**config.mk**
```make
export PLATFORM = sky130hd
export DESIGN_NAME = kernel_prueba_example_burst_framer
export DESIGN_NICKNAME = d
export VERILOG_FILES = /design/src/rtl/kernel_prueba_example_burst_framer.sv
export SDC_FILE = /design/constraint.sdc
export NUM_CORES = 1
export LEC_CHECK = 0
export ABC_AREA = 1
export ABC_CLOCK_PERIOD_IN_PS = 29600
export BUFFER_PORTS_ARGS = -buffer_cell sky130_fd_sc_hd__buf_2
export CORE_AREA = 3 3 463 465
export CTS_BUF_LIST = sky130_fd_sc_hd__clkbuf_8 sky130_fd_sc_hd__clkbuf_16
export CTS_CLUSTER_DIAMETER = 100
export CTS_CLUSTER_SIZE = 24
export DETAILED_ROUTE_END_ITERATION = 7
export DIE_AREA = 0 0 466 468
export HOLD_SLACK_MARGIN = 0.03
export PLACE_DENSITY_LB_ADDON = 0.12
export SYNTH_ARGS = -nofsm -noshare
export SYNTH_HDL_FRONTEND = slang
export SYNTH_SLANG_ARGS = --single-unit
```
**constraint.sdc**
```tcl
create_clock -name aclk -period 29.6 [get_ports aclk]
set_input_delay 0 -clock aclk [delete_from_list [all_inputs] [get_ports aclk]]
set_output_delay 0 -clock aclk [all_outputs]
set_load 0.02 [all_outputs]
```
**src/rtl/kernel_prueba_example_burst_framer.sv**
```systemverilog
// Frames a fixed-length AXI4-Stream transfer into AXI4 write bursts: issues one length request per
// burst and regenerates tlast on the final beat of each burst.
module kernel_prueba_example_burst_framer #(
    parameter int unsigned C_AXIS_TDATA_WIDTH = 512,
    parameter int unsigned C_XFER_SIZE_WIDTH  = 32,
    parameter int unsigned C_MAX_BURST_BEATS  = 64
) (
    input  logic                            aclk,
    input  logic                            areset,
    input  logic                            ctrl_start,
    input  logic [C_XFER_SIZE_WIDTH-1:0]    ctrl_xfer_beats,
    output logic                            ctrl_busy,
    output logic                            ctrl_done,
    input  logic                            s_axis_tvalid,
    output logic                            s_axis_tready,
    input  logic [C_AXIS_TDATA_WIDTH-1:0]   s_axis_tdata,
    input  logic [C_AXIS_TDATA_WIDTH/8-1:0] s_axis_tkeep,
    input  logic                            s_axis_tlast,
    output logic                            m_axis_tvalid,
    input  logic                            m_axis_tready,
    output logic [C_AXIS_TDATA_WIDTH-1:0]   m_axis_tdata,
    output logic [C_AXIS_TDATA_WIDTH/8-1:0] m_axis_tkeep,
    output logic                            m_axis_tlast,
    output logic                            burst_req_valid,
    input  logic                            burst_req_ready,
    output logic [7:0]                      burst_req_len
);

    localparam int unsigned DW   = C_AXIS_TDATA_WIDTH;
    localparam int unsigned KW   = C_AXIS_TDATA_WIDTH / 8;
    localparam int unsigned CntW = C_XFER_SIZE_WIDTH;

    localparam logic [CntW-1:0] MaxBeats = CntW'(C_MAX_BURST_BEATS);
    localparam logic [7:0]      MaxLen   = 8'(C_MAX_BURST_BEATS - 1);
    localparam logic [8:0]      LastIdx  = 9'(C_MAX_BURST_BEATS - 1);

    typedef enum logic [1:0] {StIdle, StRun, StDone} state_e;

    state_e          state_q, state_d;
    logic [CntW-1:0] req_rem_q, req_rem_d;
    logic [CntW-1:0] data_rem_q, data_rem_d;
    logic [CntW-1:0] acc_rem_q, acc_rem_d;
    logic            req_valid_q, req_valid_d;
    logic [7:0]      req_len_q, req_len_d;
    logic [8:0]      beat_cnt_q, beat_cnt_d;

    logic            out_valid_q, out_valid_d;
    logic            out_last_q, out_last_d;
    logic [DW-1:0]   out_data_q, out_data_d;
    logic [KW-1:0]   out_keep_q, out_keep_d;
    logic            skid_valid_q, skid_valid_d;
    logic            skid_last_q, skid_last_d;
    logic [DW-1:0]   skid_data_q, skid_data_d;
    logic [KW-1:0]   skid_keep_q, skid_keep_d;

    logic s_hs, m_hs, in_last;
    logic unused_tlast;

    assign unused_tlast = s_axis_tlast;

    assign s_axis_tready   = (state_q == StRun) && !skid_valid_q && (acc_rem_q != '0);
    assign s_hs            = s_axis_tvalid && s_axis_tready;
    assign m_hs            = out_valid_q && m_axis_tready;
    // Every burst but the final one is full-size, so the tail is marked by the transfer end.
    assign in_last         = (beat_cnt_q == LastIdx) || (acc_rem_q == CntW'(1));

    assign ctrl_busy       = (state_q == StRun);
    assign ctrl_done       = (state_q == StDone);
    assign m_axis_tvalid   = out_valid_q;
    assign m_axis_tdata    = out_data_q;
    assign m_axis_tkeep    = out_keep_q;
    assign m_axis_tlast    = out_last_q;
    assign burst_req_valid = req_valid_q;
    assign burst_req_len   = req_len_q;

    always_comb begin
        state_d      = state_q;
        req_rem_d    = req_rem_q;
        data_rem_d   = data_rem_q;
        acc_rem_d    = acc_rem_q;
        req_valid_d  = req_valid_q;
        req_len_d    = req_len_q;
        beat_cnt_d   = beat_cnt_q;
        out_valid_d  = out_valid_q;
        out_last_d   = out_last_q;
        out_data_d   = out_data_q;
        out_keep_d   = out_keep_q;
        skid_valid_d = skid_valid_q;
        skid_last_d  = skid_last_q;
        skid_data_d  = skid_data_q;
        skid_keep_d  = skid_keep_q;

        unique case (state_q)
            StIdle: begin
                if (ctrl_start) begin
                    if (ctrl_xfer_beats == '0) begin
                        state_d = StDone;
                    end else begin
                        state_d    = StRun;
                        req_rem_d  = ctrl_xfer_beats;
                        data_rem_d = ctrl_xfer_beats;
                        acc_rem_d  = ctrl_xfer_beats;
                        beat_cnt_d = '0;
                    end
                end
            end
            StRun: begin
                // Request is dropped for a cycle after each handshake before the next is posted.
                if (req_valid_q) begin
                    if (burst_req_ready) begin
                        req_valid_d = 1'b0;
                        req_rem_d   = req_rem_q - (CntW'(req_len_q) + CntW'(1));
                    end
                end else if (req_rem_q != '0) begin
                    req_valid_d = 1'b1;
                    req_len_d   = (req_rem_q >= MaxBeats) ? MaxLen : 8'(req_rem_q - CntW'(1));
                end
                if (s_hs) begin
                    acc_rem_d  = acc_rem_q - CntW'(1);
                    beat_cnt_d = in_last ? '0 : beat_cnt_q + 9'd1;
                end
                if (m_hs) begin
                    data_rem_d = data_rem_q - CntW'(1);
                end
                if ((req_rem_q == '0) && (data_rem_q == '0) && !out_valid_q) begin
                    state_d = StDone;
                end
            end
            StDone:  state_d = StIdle;
            default: state_d = StIdle;
        endcase

        if (!out_valid_q || m_axis_tready) begin
            if (skid_valid_q) begin
                out_valid_d  = 1'b1;
                out_last_d   = skid_last_q;
                out_data_d   = skid_data_q;
                out_keep_d   = skid_keep_q;
                skid_valid_d = 1'b0;
            end else if (s_hs) begin
                out_valid_d = 1'b1;
                out_last_d  = in_last;
                out_data_d  = s_axis_tdata;
                out_keep_d  = s_axis_tkeep;
            end else begin
                out_valid_d = 1'b0;
                out_last_d  = 1'b0;
            end
        end else if (s_hs) begin
            skid_valid_d = 1'b1;
            skid_last_d  = in_last;
            skid_data_d  = s_axis_tdata;
            skid_keep_d  = s_axis_tkeep;
        end
    end

    always_ff @(posedge aclk) begin
        if (areset) begin
            state_q      <= StIdle;
            req_rem_q    <= '0;
            data_rem_q   <= '0;
            acc_rem_q    <= '0;
            req_valid_q  <= 1'b0;
            req_len_q    <= '0;
            beat_cnt_q   <= '0;
            out_valid_q  <= 1'b0;
            out_last_q   <= 1'b0;
            skid_valid_q <= 1'b0;
            skid_last_q  <= 1'b0;
        end else begin
            state_q      <= state_d;
            req_rem_q    <= req_rem_d;
            data_rem_q   <= data_rem_d;
            acc_rem_q    <= acc_rem_d;
            req_valid_q  <= req_valid_d;
            req_len_q    <= req_len_d;
            beat_cnt_q   <= beat_cnt_d;
            out_valid_q  <= out_valid_d;
            out_last_q   <= out_last_d;
            skid_valid_q <= skid_valid_d;
            skid_last_q  <= skid_last_d;
        end
    end

    // Payload registers are qualified by their valid flags and need no reset.
    always_ff @(posedge aclk) begin
        out_data_q  <= out_data_d;
        out_keep_q  <= out_keep_d;
        skid_data_q <= skid_data_d;
        skid_keep_q <= skid_keep_d;
    end

endmodule
```
---- After elaboration in Yosys (flattened, before gate mapping) ----
Index checks and enable logic that the tools add are counted.
storage, ports and cells
  flip-flop bits (word level) ............. 1272
  bits of input ports ..................... 615
  output and inout port bits .............. 590
  logic and storage cells ................. 91
operators by class
  add/sub/neg operators ................... 6
  $lt $le $gt $ge ......................... 1
  equal/unequal tests ..................... 11
  muxes and demuxes ....................... 30
  bitwise gates (word level) .............. 2
  reduce and logical (&&, ||, !) cells .... 26
operators by type and width
  operator               number
  $mux 512               2
  $mux 32                6
  $pmux 32 s2            3
  $mux 64                2
  $logic_not 32->1       3
  $reduce_bool 32->1     2
  $sub 32x1->32 const B  2
  $mux 9                 4
  $eq 32x1->1 const B    1
  $ge 32x7->1 const B    1
  $sub 32x9->32          1
  $pmux 9 s2             1
  $ne 2x1->1 const B     5
  $add 8x1->9 const B    1
  $add 9x1->9 const B    1
  $eq 9x6->1 const B     1
  $mux 8                 1
  $reduce_and 4->1       2
  $sub 8x1->8 const B    1
  $mux 1                 7
  $logic_and 1x1->1      6
  $mux 2                 3
  $reduce_and 2->1       3
  $reduce_and 5->1       1
  other kinds (11)       16

---- Logic depth before layout (Yosys ltp) ----
  depth after elaboration ................. 6
  depth in mapped cells ................... 15
  depth with buffers taken out ............ 15

---- Least setup slack after synthesis ----
No wires, ideal clock.
  path kind ............................... flip-flop to flip-flop
  start point ............................. register skid_valid_q
  end point ............................... register out_data_q[0], in the netlist m_axis_tdata[0] (enable)
  setup time .............................. 1.712 ns
  data arrival time ....................... 28.227 ns
  data required time ...................... 27.888 ns
  path slack .............................. -0.339 ns
  stages on the path, launching flop included .. 4
  buffers on the path ..................... 1
  clock period less this slack ............ 29.939 ns
  cells stage by stage .................... dfxtp_1 -> inv_1 -> clkbuf_1 -> a21oi_1
between the ends
  word-level cells in the longest chain between the ends .. 6
RTL lines
  what                            line  text
  start: declaration              51    logic skid_valid_q, skid_valid_d;
  start signal: assignment        180   skid_valid_q <= skid_valid_d;
  $logic_not 1->1                 61    assign s_axis_tready = (state_q == StRun) && !skid_valid_q && (acc_rem_q != '0);
  $logic_and 1x1->1 (2 in a row)  61
  $logic_and 1x1->1               62    assign s_hs = s_axis_tvalid && s_axis_tready;
  $reduce_bool 2->1 (no line) *   n/a
  $reduce_and 2->1 (no line) *    n/a
  end signal: assignment          187   out_data_q <= out_data_d;
  end: declaration                49    logic [DW-1:0] out_data_q, out_data_d;
Every way passes the cells marked *; elsewhere a longest branch is shown, timed or not.
A chain may end at the register's enable or synchronous reset.

---- Final worst setup path ----
  start point ............................. register skid_valid_q
  end point ............................... register out_data_q[284], in the netlist m_axis_tdata[284] (enable)
The elaborated chain is that of the path after synthesis.

==> reports/metrics.csv <==
metric;value;unit
status;finished clean;
grt_max_degree;175;
syn_to_final_growth;44.5;%
cts.clk_slew.worst_paths;0.09;ns
r2r_start;skid_valid_q;
netlist_area;50700;um2
crit_chain;buf_4 -> inv_8 -> a21oi_4 -> buf_4 -> buf_12 -> buf_12;
ys_seq_area_frac;0.729;
track_usage;0.198;
cts.sinks;1272;
critPathArrivalTime;4.99;ns
synth_cells;4654;
numCtsBuffers;75;
antenna_found_initial;117;
skew;0.0581;ns
p_sw_frac;0.297;
maxCapViolCount;0;
path_delay_family;buffers and inverters;
combPwrFrac;0.181;
antenna_left;0;
core;210000;um2
start_kind;register;
crit_start;skid_valid_q;
slowest_stage;dfxtp_4;
overflow;0;
fin_crit;4.66;ns
worst_slew_pin_slew;1.14;ns
num_rows;168;
layout-drive-gt1-share;0.199;
crit_type;register to register;
yosys_warnings;0;
die_area;218000;um2
cts_tree;yes;
p_seq_frac;0.521;
power;4000;uW
cp.required;29.94;ns
hpwl;162000;um
min_from;s_axis_tdata[272];
max_freq;215;MHz
clk_latency;0.74;ns
nNetsFinal;7510;
cts_buffer_depth;3;
wl_per_cell;23.1;um
fill_cells;21300;
portBuffers;1203;
root_buffer;clkbuf_16;
rrSetupSlack;24.94;ns
slew_violations;0;
grt_pass1_wl;309000;um
rsz0062_at_grt;no;
vias_per_cell;4.25;
syn_nets;5286;
power.internal;2810;uW
first_pass_iters;5;
max_stage_delay;0.89;ns
grt_pass1_vias;40200;
p_per_area;54.6;nW/um2
start_util;0.242;
gp_congestion;0.873;
hold_viol_final;0;
ys_types;35;
p_leak;0.0305;uW
end_kind;register;
ys_ff_latch;1272;
yosysTopAreaCell;edfxtp_1;
clockPowerShare;0.298;
via_count;41500;
pin_count;1205;
ir_drop;39.6;uV
fin_tns_setup;0;ns
hold_path.class;input port to register;
post-synth-top-area-fraction;0.682;
fp.dieW;466;um
final-setup-viol-count;0;
cts_resized;0;
crit_buf_inv;5;
fin_crit_sh;0.157;
htreeDepth;3;
cp_max_fo;139;
fp.dieH;468;um
first_iter_violations;3132;
syn_area_per_cell;10.9;um2
synth.area.top_cells;edfxtp_1 68%, nand2_1 16%, dfxtp_1 4.7%;
post-route-drc-count;0;
maxSlewHeadroom;0.237;
wl;225000;um
p_switching;1190;uW
==> metrics by stage <==
step	cell area, um2	hold slack, ns	instances	util	setup slack, ns
final	73300	0.0939	9779	0.349	24.94
after CTS	73200	0.0301	9723	0.348	24.73
after global placement	59900	0.192	8513	0.285	24.76
after floorplan	50700	0.0989	4654	-	3.19
after global routing	73200	0.0539	9752	0.349	24.58
after detailed placement	59900	0.193	8513	0.285	24.74
==> cell usage in the layout, fill, tap and decap left out, types with 2 or more instances in the layout <==
| cell | synthesis | layout |
|---|---|---|
| nand3b_1 | 4 | 4 |
| buf_2 | 20 | 1203 |
| nand2_4 | 2 | 2 |
| inv_16 | 0 | 3 |
| xnor2_1 | 4 | 4 |
| nand3_1 | 116 | 116 |
| nand4_1 | 44 | 44 |
| nand2_1 | 2203 | 2203 |
| inv_1 | 198 | 201 |
| inv_6 | 0 | 4 |
| and2_1 | 4 | 4 |
| clkinv_8 | 0 | 9 |
| clkinv_2 | 0 | 5 |
| a21oi_1 | 96 | 95 |
| clkbuf_16 | 0 | 77 |
| clkinvlp_4 | 0 | 5 |
| nand3_2 | 4 | 4 |
| o21ai_0 | 76 | 76 |
| edfxtp_1 | 1152 | 1152 |
| nor3b_1 | 3 | 3 |
| ha_1 | 16 | 16 |
| nor2_4 | 3 | 4 |
| buf_4 | 10 | 28 |
| inv_2 | 6 | 7 |
| dfxtp_1 | 120 | 119 |
| xor2_1 | 23 | 23 |
| clkinv_4 | 0 | 2 |
| buf_12 | 0 | 7 |
| diode_2 | 0 | 56 |
| nor2_1 | 367 | 366 |
| dlygate4sd3_1 | 0 | 1093 |
| nor3_1 | 16 | 16 |
| inv_8 | 0 | 5 |
| nor2_2 | 4 | 4 |
==> layer usage <==
metal / GRT usage / vias up / part of all wire
met5: 0 / - / 0.0010
met4: 0.0781 / 32 / 0.041
met3: 0.0634 / 373 / 0.080
met2: 0.323 / 1286 / 0.47
met1: 0.243 / 20000 / 0.41
li1: - / 19800 / -
==> cells in the mapped netlist (all sizes together) <==
| cell type | count |
|---|---|
| fa | 1 |
| xnor2 | 4 |
| nor3 | 16 |
| dfxtp | 120 |
| a21boi | 1 |
| nand3 | 121 |
| o21bai | 1 |
| inv | 204 |
| ha | 16 |
| clkbuf | 140 |
| o21ai | 78 |
| a21oi | 97 |
| xor2 | 23 |
| nand3b | 4 |
| nand4 | 44 |
| and2 | 4 |
| nor3b | 3 |
| nand2 | 2205 |
| or2 | 1 |
| edfxtp | 1152 |
| buf | 44 |
| nor2 | 375 |
==> final cells by class <==
cell class,instances,area [um2],area share
Timing Repair Buffer,2331,17300,0.236
Tap cell,2805,3510,0.0479
Sequential cell,1272,37000,0.505
Inverter,204,773,0.0105
Clock buffer,77,1930,0.0263
Clock inverter,40,449,0.00613
Antenna cell,56,140,0.00191
Multi-Input combinational cell,2994,12200,0.166
==> kinds of logic (layout without fill, tap and decap cells) <==
group	count (synthesis)	count (layout)	share of synthesized area
other cells	0	56	0
buf+inv	388	2652	0.0305
fa+ha+maj	17	17	0.00434
compound gates	177	177	0.0177
flops	1272	1272	0.729
simple gates	2773	2773	0.213
xor+xnor	27	27	0.00466
==> final timing paths <==
check,end,cells past startpoint
worst max-delay path,m_axis_tdata[284],6
worst max register to register,m_axis_tdata[284],6
worst min register to register,burst_req_len[0],1
worst min-delay path,skid_data_q[272],2
==> what timing repair did <==
action,in CTS,in global routing
endpoints found under the hold margin,1259,0
buffers inserted,0,0
hold buffers,1093,0
==> sequential cells by signal, summed over array words and instances (netlist names) <==
register,count
m_axis_tdata,512
skid_data_q,512
m_axis_tkeep,64
skid_keep_q,64
acc_rem_q,32
data_rem_q,32
req_rem_q,32
beat_cnt_q,9
burst_req_len,8
state_q,2
burst_req_valid,1
m_axis_tlast,1
m_axis_tvalid,1
skid_last_q,1
skid_valid_q,1
==> power by group through the flow <==
stage	clock network [uW]	logic, uW	registers, uW
after floorplan	0	290	2230
after global placement	0	592	2130
after detailed placement	0	595	2130
after CTS	1250	731	2090
after global routing	1300	800	2100
final	1190	725	2090
Note: power is estimated with default switching activity, not from simulation.
